## src/rtl/exponent_multiplier_axi4_lite_master.sv

```systemverilog
// AXI4-Lite master that runs one job on the exponent_multiplier slave: writes A, B,
// SELECT and START, polls DONE, then reads P back to the local req/done interface.
module exponent_multiplier_axi4_lite_master #(
  parameter logic [31:0] BASE_ADDR     = 32'h7c80_0000,
  parameter int          SETTLE_CYCLES = 4,
  parameter int          POLL_GAP      = 2,
  parameter int          MAX_POLLS     = 1024
) (
  input  logic        M_AXI_ACLK,
  input  logic        M_AXI_ARESET,
  output logic [31:0] M_AXI_AWADDR,
  output logic        M_AXI_AWVALID,
  input  logic        M_AXI_AWREADY,
  output logic [31:0] M_AXI_WDATA,
  output logic [3:0]  M_AXI_WSTRB,
  output logic        M_AXI_WVALID,
  input  logic        M_AXI_WREADY,
  input  logic [1:0]  M_AXI_BRESP,
  input  logic        M_AXI_BVALID,
  output logic        M_AXI_BREADY,
  output logic [31:0] M_AXI_ARADDR,
  output logic        M_AXI_ARVALID,
  input  logic        M_AXI_ARREADY,
  input  logic [31:0] M_AXI_RDATA,
  input  logic [1:0]  M_AXI_RRESP,
  input  logic        M_AXI_RVALID,
  output logic        M_AXI_RREADY,
  input  logic        i_req,
  input  logic [3:0]  i_A,
  input  logic [3:0]  i_B,
  input  logic        i_select,
  output logic        o_ready,
  output logic        o_done,
  output logic [29:0] o_P,
  output logic        o_error
);

  localparam logic [2:0] ST_IDLE    = 3'd0;
  localparam logic [2:0] ST_WR      = 3'd1;
  localparam logic [2:0] ST_WRESP   = 3'd2;
  localparam logic [2:0] ST_SETTLE  = 3'd3;
  localparam logic [2:0] ST_RD_DONE = 3'd4;
  localparam logic [2:0] ST_RD_P    = 3'd5;
  localparam logic [2:0] ST_GAP     = 3'd6;
  localparam logic [2:0] ST_FINISH  = 3'd7;

  localparam logic [31:0] OFF_P       = 32'h0000_0010;
  localparam logic [31:0] OFF_DONE    = 32'h0000_0014;
  localparam logic [15:0] SETTLE_LAST = 16'(SETTLE_CYCLES - 1);
  localparam logic [15:0] GAP_LAST    = 16'(POLL_GAP - 1);
  localparam logic [10:0] POLL_LIMIT  = 11'(MAX_POLLS);

  logic [2:0]  state_r;
  logic [3:0]  a_r;
  logic [3:0]  b_r;
  logic        sel_r;
  logic [1:0]  wr_idx_r;
  logic [10:0] poll_cnt_r;
  logic [15:0] wait_cnt_r;
  logic        unused_rdata;

  // Register writes go out in index order A, B, SELECT, START at consecutive word offsets.
  function automatic logic [31:0] wr_addr(input logic [1:0] idx);
    wr_addr = BASE_ADDR + {28'h0, idx, 2'b00};
  endfunction

  function automatic logic [31:0] wr_data(input logic [1:0] idx, input logic [3:0] a,
                                          input logic [3:0] b, input logic sel);
    case (idx)
      2'd0:    wr_data = {28'h0, a};
      2'd1:    wr_data = {28'h0, b};
      2'd2:    wr_data = {31'h0, sel};
      2'd3:    wr_data = 32'h0000_0001;
      default: wr_data = 32'h0000_0000;
    endcase
  endfunction

  assign M_AXI_WSTRB  = 4'hF;
  assign unused_rdata = ^M_AXI_RDATA[31:30];

  always_ff @(posedge M_AXI_ACLK or posedge M_AXI_ARESET) begin
    if (M_AXI_ARESET) begin
      state_r       <= ST_IDLE;
      a_r           <= 4'h0;
      b_r           <= 4'h0;
      sel_r         <= 1'b0;
      wr_idx_r      <= 2'd0;
      poll_cnt_r    <= 11'd0;
      wait_cnt_r    <= 16'd0;
      M_AXI_AWADDR  <= 32'h0;
      M_AXI_AWVALID <= 1'b0;
      M_AXI_WDATA   <= 32'h0;
      M_AXI_WVALID  <= 1'b0;
      M_AXI_BREADY  <= 1'b0;
      M_AXI_ARADDR  <= 32'h0;
      M_AXI_ARVALID <= 1'b0;
      M_AXI_RREADY  <= 1'b0;
      o_ready       <= 1'b1;
      o_done        <= 1'b0;
      o_P           <= 30'h0;
      o_error       <= 1'b0;
    end else begin
      o_done <= 1'b0;
      case (state_r)
        ST_IDLE: begin
          if (i_req) begin
            a_r           <= i_A;
            b_r           <= i_B;
            sel_r         <= i_select;
            wr_idx_r      <= 2'd0;
            poll_cnt_r    <= 11'd0;
            o_error       <= 1'b0;
            o_ready       <= 1'b0;
            M_AXI_AWADDR  <= wr_addr(2'd0);
            M_AXI_WDATA   <= wr_data(2'd0, i_A, i_B, i_select);
            M_AXI_AWVALID <= 1'b1;
            M_AXI_WVALID  <= 1'b1;
            state_r       <= ST_WR;
          end
        end
        ST_WR: begin
          // AW and W complete independently; move on once neither is still pending.
          if (M_AXI_AWREADY) M_AXI_AWVALID <= 1'b0;
          if (M_AXI_WREADY)  M_AXI_WVALID  <= 1'b0;
          if ((!M_AXI_AWVALID || M_AXI_AWREADY) && (!M_AXI_WVALID || M_AXI_WREADY)) begin
            M_AXI_BREADY <= 1'b1;
            state_r      <= ST_WRESP;
          end
        end
        ST_WRESP: begin
          if (M_AXI_BVALID) begin
            M_AXI_BREADY <= 1'b0;
            if (M_AXI_BRESP != 2'b00) begin
              o_error <= 1'b1;
              o_done  <= 1'b1;
              state_r <= ST_FINISH;
            end else if (wr_idx_r == 2'd3) begin
              wait_cnt_r <= 16'd0;
              if (SETTLE_CYCLES == 0) begin
                M_AXI_ARADDR  <= BASE_ADDR + OFF_DONE;
                M_AXI_ARVALID <= 1'b1;
                state_r       <= ST_RD_DONE;
              end else begin
                state_r <= ST_SETTLE;
              end
            end else begin
              wr_idx_r      <= wr_idx_r + 2'd1;
              M_AXI_AWADDR  <= wr_addr(wr_idx_r + 2'd1);
              M_AXI_WDATA   <= wr_data(wr_idx_r + 2'd1, a_r, b_r, sel_r);
              M_AXI_AWVALID <= 1'b1;
              M_AXI_WVALID  <= 1'b1;
              state_r       <= ST_WR;
            end
          end
        end
        ST_SETTLE: begin
          if (wait_cnt_r == SETTLE_LAST) begin
            M_AXI_ARADDR  <= BASE_ADDR + OFF_DONE;
            M_AXI_ARVALID <= 1'b1;
            state_r       <= ST_RD_DONE;
          end else begin
            wait_cnt_r <= wait_cnt_r + 16'd1;
          end
        end
        ST_RD_DONE: begin
          // ARVALID and RREADY are never high together: address phase first, then data.
          if (M_AXI_ARVALID) begin
            if (M_AXI_ARREADY) begin
              M_AXI_ARVALID <= 1'b0;
              M_AXI_RREADY  <= 1'b1;
            end
          end else if (M_AXI_RREADY && M_AXI_RVALID) begin
            M_AXI_RREADY <= 1'b0;
            if (M_AXI_RRESP != 2'b00) begin
              o_error <= 1'b1;
              o_done  <= 1'b1;
              state_r <= ST_FINISH;
            end else if (M_AXI_RDATA[0]) begin
              M_AXI_ARADDR  <= BASE_ADDR + OFF_P;
              M_AXI_ARVALID <= 1'b1;
              state_r       <= ST_RD_P;
            end else if (poll_cnt_r + 11'd1 == POLL_LIMIT) begin
              poll_cnt_r <= poll_cnt_r + 11'd1;
              o_error    <= 1'b1;
              o_done     <= 1'b1;
              state_r    <= ST_FINISH;
            end else if (POLL_GAP == 0) begin
              poll_cnt_r    <= poll_cnt_r + 11'd1;
              M_AXI_ARVALID <= 1'b1;
            end else begin
              poll_cnt_r <= poll_cnt_r + 11'd1;
              wait_cnt_r <= 16'd0;
              state_r    <= ST_GAP;
            end
          end
        end
        ST_RD_P: begin
          if (M_AXI_ARVALID) begin
            if (M_AXI_ARREADY) begin
              M_AXI_ARVALID <= 1'b0;
              M_AXI_RREADY  <= 1'b1;
            end
          end else if (M_AXI_RREADY && M_AXI_RVALID) begin
            M_AXI_RREADY <= 1'b0;
            if (M_AXI_RRESP != 2'b00) begin
              o_error <= 1'b1;
            end else begin
              o_P <= M_AXI_RDATA[29:0];
            end
            o_done  <= 1'b1;
            state_r <= ST_FINISH;
          end
        end
        ST_GAP: begin
          if (wait_cnt_r == GAP_LAST) begin
            M_AXI_ARVALID <= 1'b1;
            state_r       <= ST_RD_DONE;
          end else begin
            wait_cnt_r <= wait_cnt_r + 16'd1;
          end
        end
        ST_FINISH: begin
          o_ready <= 1'b1;
          state_r <= ST_IDLE;
        end
        default: begin
          M_AXI_AWVALID <= 1'b0;
          M_AXI_WVALID  <= 1'b0;
          M_AXI_BREADY  <= 1'b0;
          M_AXI_ARVALID <= 1'b0;
          M_AXI_RREADY  <= 1'b0;
          o_ready       <= 1'b1;
          state_r       <= ST_IDLE;
        end
      endcase
    end
  end

endmodule

```

## config.mk

```make
export PLATFORM = sky130hd
export DESIGN_NAME = exponent_multiplier_axi4_lite_master
export DESIGN_NICKNAME = d
export VERILOG_FILES = /design/src/rtl/exponent_multiplier_axi4_lite_master.sv
export SDC_FILE = /design/constraint.sdc
export NUM_CORES = 1
export LEC_CHECK = 0
export ABC_CLOCK_PERIOD_IN_PS = 3250
export CAP_MARGIN = 30
export CORE_MARGIN = 2
export CORE_UTILIZATION = 46
export CTS_CLUSTER_DIAMETER = 150
export CTS_CLUSTER_SIZE = 10
export DETAILED_ROUTE_END_ITERATION = 8
export HOLD_SLACK_MARGIN = 0.05
export PLACE_DENSITY = 0.82
export SLEW_MARGIN = 10
export SYNTH_ARGS = -nofsm -noshare
export SYNTH_HDL_FRONTEND = slang
export SYNTH_SLANG_ARGS = --single-unit
```

## constraint.sdc

```tcl
create_clock -name M_AXI_ACLK -period 3.25 [get_ports M_AXI_ACLK]
set_clock_uncertainty 0.2 [all_clocks]
set_input_delay 0.65 -clock M_AXI_ACLK [delete_from_list [all_inputs] [get_ports M_AXI_ACLK]]
set_output_delay 0.65 -clock M_AXI_ACLK [all_outputs]
set_load 0.01 [all_outputs]
```

== Yosys cells after proc, flatten, opt, wreduce, memory -nomap -nowiden ==
Index checks and enable logic that the tools add are counted.

* Bits in registers: 175
* Input port bits: 53
* Output and inout bits: 138
* Logic and storage cells: 199

* Add/subtract/negate cells: 4
* Equal/unequal tests: 39
* Mux-type cells: 100
* Bitwise gates (word level): 2
* Reduce and logical (&&, ||, !) cells: 35

{| class="wikitable"
|+ Operator list
! cell !! count
|-
| $mux W32 || 13
|-
| $pmux W32 S2 || 3
|-
| $mux W16 || 10
|-
| $pmux W32 S4 || 1
|-
| $pmux W16 S4 || 1
|-
| $mux W11 || 5
|-
| $ne A2 B2 Y1 const B || 22
|-
| $mux W1 || 40
|-
| $add A31 B4 Y32 const A || 1
|-
| $mux W3 || 10
|-
| $pmux W3 S8 || 1
|-
| $reduce_and A6 Y1 || 4
|-
| $pmux W11 S2 || 1
|-
| $reduce_and A11 Y1 || 2
|-
| $add A16 B1 Y16 const B || 1
|-
| $eq A16 B1 Y1 const B || 1
|-
| $eq A16 B2 Y1 const B || 1
|-
| $reduce_bool A2 Y1 || 8
|-
| $mux W2 || 7
|-
| $eq A3 B3 Y1 const B || 4
|-
| $reduce_bool A4 Y1 || 3
|-
| $add A11 B1 Y11 const B || 1
|-
| $eq A11 B11 Y1 const B || 1
|-
| $pmux W1 S3 || 3
|-
| 23 further kinds || 36
|}

== Longest topological paths before layout ==
* Depth after elaboration: 8
* Mapped depth: 9
* Depth with buffers taken out: 8

== Worst setup path before layout ==
OpenSTA, ideal clock, no wires.

* Kind: reg-to-reg
* From: register poll_cnt_r[0]
* To: register wait_cnt_r[1]
* Library setup time: 0.135 ns
* Arrival: 2.157 ns
* Data required time: 2.915 ns
* Path slack: 0.758 ns
* Stages on the path, launching flop included: 8
* Buffers on the path: 1
* Clock period less this slack: 2.492 ns
* Cells stage by stage: dfrtp_1 ha_1 nand3_1 a2111o_1 a2111oi_4 or2_1 buf_6 o31ai_1

* Word-level cells in the longest chain between the ends: 4

{| class="wikitable"
|+ Ends and longest elaborated chain
! item !! line !! source
|-
| start: declaration || 58 || <nowiki>logic [10:0] poll_cnt_r;</nowiki>
|-
| start signal: assignment || 183 || <nowiki>poll_cnt_r <= poll_cnt_r + 11'd1;</nowiki>
|-
| start signal: assignment || 188 || <nowiki>poll_cnt_r <= poll_cnt_r + 11'd1;</nowiki>
|-
| start signal: assignment || 191 || <nowiki>poll_cnt_r <= poll_cnt_r + 11'd1;</nowiki>
|-
| $add A11 B1 Y11 || 182 || <nowiki>end else if (poll_cnt_r + 11'd1 == POLL_LIMIT) begin</nowiki>
|-
| $eq A11 B11 Y1 || 182 ||
|-
| $ne A2 B2 Y1 (no line) || -- ||
|-
| $reduce_and A11 Y1 (no line) || -- ||
|-
| end signal: assignment || 162 || <nowiki>wait_cnt_r <= wait_cnt_r + 16'd1;</nowiki>
|-
| end signal: assignment || 219 || <nowiki>wait_cnt_r <= wait_cnt_r + 16'd1;</nowiki>
|-
| end: declaration || 59 || <nowiki>logic [15:0] wait_cnt_r;</nowiki>
|}

Every way passes these cells.
A chain may end at the register's enable or synchronous reset.

== Worst setup path in the final report ==
Same ends and word-level chain as after synthesis.

==> summary.md <==
Of the total synthesized cell area, the portion taken by full adders, half adders and majority gates is 1.91%. The run gives 64 as the distinct cell type count of the synthesized netlist. Once layout is complete, the utilization of the core stands at 57.1%.

Cells with a size suffix above 1 make up 13.0% of the layout. The biggest fanout along the worst timing path is 9. The share of total power consumed by net switching is 37.5%. The register-to-register path setup slack was 0.45 ns; the total negative slack for setup checks was 0 ns. The synthesized design contains 86 register bits. The total overflow left after global routing is 0.

The logs give 2.98 mW for the internal power contribution and 0 for the remaining antenna violation count. The multiplexer area fraction after synthesis was 9.15%; the minimum clock period after layout was 2.80 ns. The tools report the headroom to the max-slew limit as 58.0%. During placement, the flow inserted port buffers numbering 108. Row generation in the floorplan step produced 39 rows. The endpoint arrival time on the critical path was 2.80 ns; the total power per unit cell area was 742 nW/um2. For the final critical-path setup slack, the log shows 0.451 ns. Synthesis produced a netlist whose cell count is 555. The tools report the clock tree buffer depth as 2.

In this run, the clock network consumes 21.1% of the power. The transition time at the pin with the least slew margin was 0.630 ns; the part of the power in registers was 37.0%. For the total number of H-tree levels, the log shows 3. The dominant combinational cell family by area after synthesis is simple AND/OR/NAND/NOR gates. For the final weighted congestion of routability-driven global placement, the log shows 0.858.

The area share of the leading cell type in the synthesized netlist was 40.5%. Counting flops with a built-in enable in the synthesized netlist gives 0. Of the total synthesized cell area, the portion taken by AND, OR, NAND and NOR gates is 17.3%.

The worst min-delay path class is reg -> reg. The logs give 0 for the post-cts sizing count and 9 for the number of buffers inserted during clock tree synthesis. The number of failing hold endpoints at the final stage was 0; the post-DP HPWL was 8650 um.

For this run, the post-layout net count is 712. The detailed-router iteration count before antenna repair is 5. The number of global-route vias before repair is 4049, and the overall die area is 12300 um2. Counting both buffers and inverters, the worst setup path holds a total of 0. Timing analysis after detailed placement gives a worst setup slack of 0.173 ns.

For this block, the routed nets add up to 11600 um of wire. Measured along the x axis, the die boundary spans 111 um. Setup repair after global routing left no endpoint under its margin. On the final layout, the worst hold slack is 0.264 ns. Entering global routing, the biggest net connects 58 pins. In the routed design, unresolved DRC markers number 0. The leading register cell type out of synthesis is dfrtp_1. Power comes to 4.77 mW. By startpoint and endpoint, the worst setup path is classified as reg -> reg.

After layout, the worst path uses 86.1% of the clock period. The synthesized netlist devotes 0% of its cell area to XOR and XNOR gates. The logs give 0 for the number of antenna violations at the first check in global routing and 0 for the number of diodes added for antenna fixing. The run gives 389 as the number of DRC markers after the initial detailed-route iteration. The leakage component of the power was 2.86 nW. The most frequent cell after synthesis is buf_4. Global routing used 19.3% of the available tracks.

The routed layout has 4189 vias. The final-report max-slew violation count is 0. The synthesis-to-finish area growth was 22.5%. Kind of cell adding the most delay to the critical path: compound AO/OA/AOI/OAI gates.

Sort of element at the start of the critical path: a register. Walking the worst path, the cells encountered are ha_1, nand3_1, a2111o_1, a2111oi_4, or2_1, o31ai_1. The power share of the combinational group was 42.0%; the average wire per standard cell was 14.5 um. Summing the areas of all compound-gate instances in the mapped netlist gives 14.1% of the synthesized area. After filler insertion, the fill cell instance count of the layout stands at 948. Clock latency on the worst-skew pair, taken at its later pin, is 0.34 ns. The run gives 3.25 ns as the required time of the worst setup path. The logs give 0.396 mV for the maximum resistive drop on vdd and 1.79 mW for the net switching power. The share of the Yosys chip area taken by registers is 41.0%. The total of hold buffers inserted after clock tree synthesis was 0; the clock sink count was 86. During synthesis, Yosys emitted a total of 0 warnings. The floorplan step set the die height to 111 um.

The worst setup path is captured at a register. The floorplan core area is 11300 um2. Setup violations remaining at the end of the flow were counted as 0. After clock tree synthesis, the clock-pin slew on the worst setup and hold paths is 0.06 ns. The synthesized netlist occupies a cell area of 5250 um2. Of all cell types, the one taking the most synthesized area is dfrtp_1. Using the TritonRoute via totals, the vias-per-cell ratio works out to 5.24.

For the number of post-CTS setup repair buffers, the log shows 0. Number of maximum-capacitance constraint violations: 0. The cell with the largest stage delay on the worst path was a2111o_1. Cell chosen for the clock root: clkbuf_16. On the worst path, the slowest cell contributes a delay of 0.51 ns. The initial utilization of the core area, before any placement, comes to 46.6%.

The wire length of the first global-routing pass is 19600 um. For this design the top-level I/O count stands at 191. The run finished with clean final reports. Ranked by total cell area, the synthesized netlist is headed by dfrtp_1 (40%), buf_4 (13%), mux2_2 (8.6%).

By count the netlist is led by buf_4 (91), dfrtp_1 (85), nand2_1 (53), mux2_2 (40), nor2_1 (39). The average instance in the mapped netlist occupies 9.47 um2. Share of flip-flops with an asynchronous set or reset: 100%.

TritonCTS built the clock tree. For this run, the top clock speed supported by timing is 357 MHz.
==> cell type report <==
type / count / area (um2) / share of cell area [%]
clock buffer: 10 / 229 / 3.56
clock inverter: 6 / 62.6 / 0.972
inverter: 12 / 46.3 / 0.720
tap: 143 / 179 / 2.78
timing repair buffer: 124 / 1230 / 19.1
multi-input combinational: 418 / 2540 / 39.4
sequential: 86 / 2150 / 33.5
==> registers in the layout (all words and copies together) (netlist names), 2 cells and up <==
name / count
M_AXI_WDATA: 4
b_r: 4
state_r: 3
a_r: 4
M_AXI_ARADDR: 2
M_AXI_AWADDR: 2
poll_cnt_r: 11
wait_cnt_r: 16
o_P: 30
==> worst reg2reg max path, cell delays in order (launching register included) <==
cell       delay [ns]
dfrtp_1          0.50
ha_1             0.34
nand3_1          0.22
a2111o_1         0.51
a2111oi_4        0.46
or2_1            0.33
o31ai_1          0.11
==> routing by layer <==
layer / vias up / global-route usage, % / share of wire [%] / wire length [um]
li1: 1971 / - / - / -
met1: 1986 / 24.2 / 40 / 4650
met2: 210 / 30.8 / 49 / 5660
met3: 22 / 5.69 / 9.1 / 1060
met4: 0 / 9.17 / 2.2 / 252
met5: - / 0 / 0 / 0
==> final timing paths <==
kind,startpoint,end,cells after the start
max,poll_cnt_r[0],wait_cnt_r[1],6
min,o_error,o_error,2
max reg2reg,poll_cnt_r[0],wait_cnt_r[1],6
min reg2reg,o_error,o_error,2
max in group asynchronous,M_AXI_ARESET,o_ready,3
min in group asynchronous,M_AXI_ARESET,o_P[20],2
==> kinds of logic after synthesis <==
| logic type | Yosys count |
|---|---|
| AO/OA/AOI/OAI | 108 |
| adder cells (fa/ha/maj) | 8 |
| multiplexers | 43 |
| flip-flops | 86 |
| AND/OR/NAND/NOR | 179 |
| buffers and inverters | 129 |
| other | 2 |
==> stage by stage <==
| stage | instance area [um2] | cells |
|---|---|---|
| detailed placement | 6140 | 783 |
| global placement | 6140 | 783 |
| floorplan | 5550 | 633 |
| global route | 6430 | 799 |
| CTS | 6430 | 799 |
| finish | 6430 | 799 |
==> power groups by stage <==
stage / logic (mW) / registers [mW] / clock network (mW)
5_1_grt: 2.19 / 1.82 / 1.08
2_1_floorplan: 1.31 / 1.71 / 0
6_report: 2.00 / 1.76 / 1.01
3_5_place_dp: 1.98 / 1.77 / 0
3_3_place_gp: 1.93 / 1.74 / 0
4_1_cts: 2.00 / 1.76 / 1.03
==> cell usage in the layout, fill, tap and decap left out, types with 6 or more instances in the layout <==
master	netlist	final
a21oi_1	21	21
buf_4	91	14
dfrtp_1	85	85
nand3_1	17	17
a22o_1	7	7
inv_1	11	10
clkbuf_16	0	9
nor2_1	39	39
o21ai_0	31	30
conb_1	2	80
nor2b_1	8	8
clkdlybuf4s50_1	0	108
nor4_1	7	6
ha_1	8	8
or3_1	10	10
mux2_2	40	40
nand3b_1	7	7
o31ai_1	10	10
nand2_1	53	53
nor3_1	11	11
(Power assumes the default switching activity.)
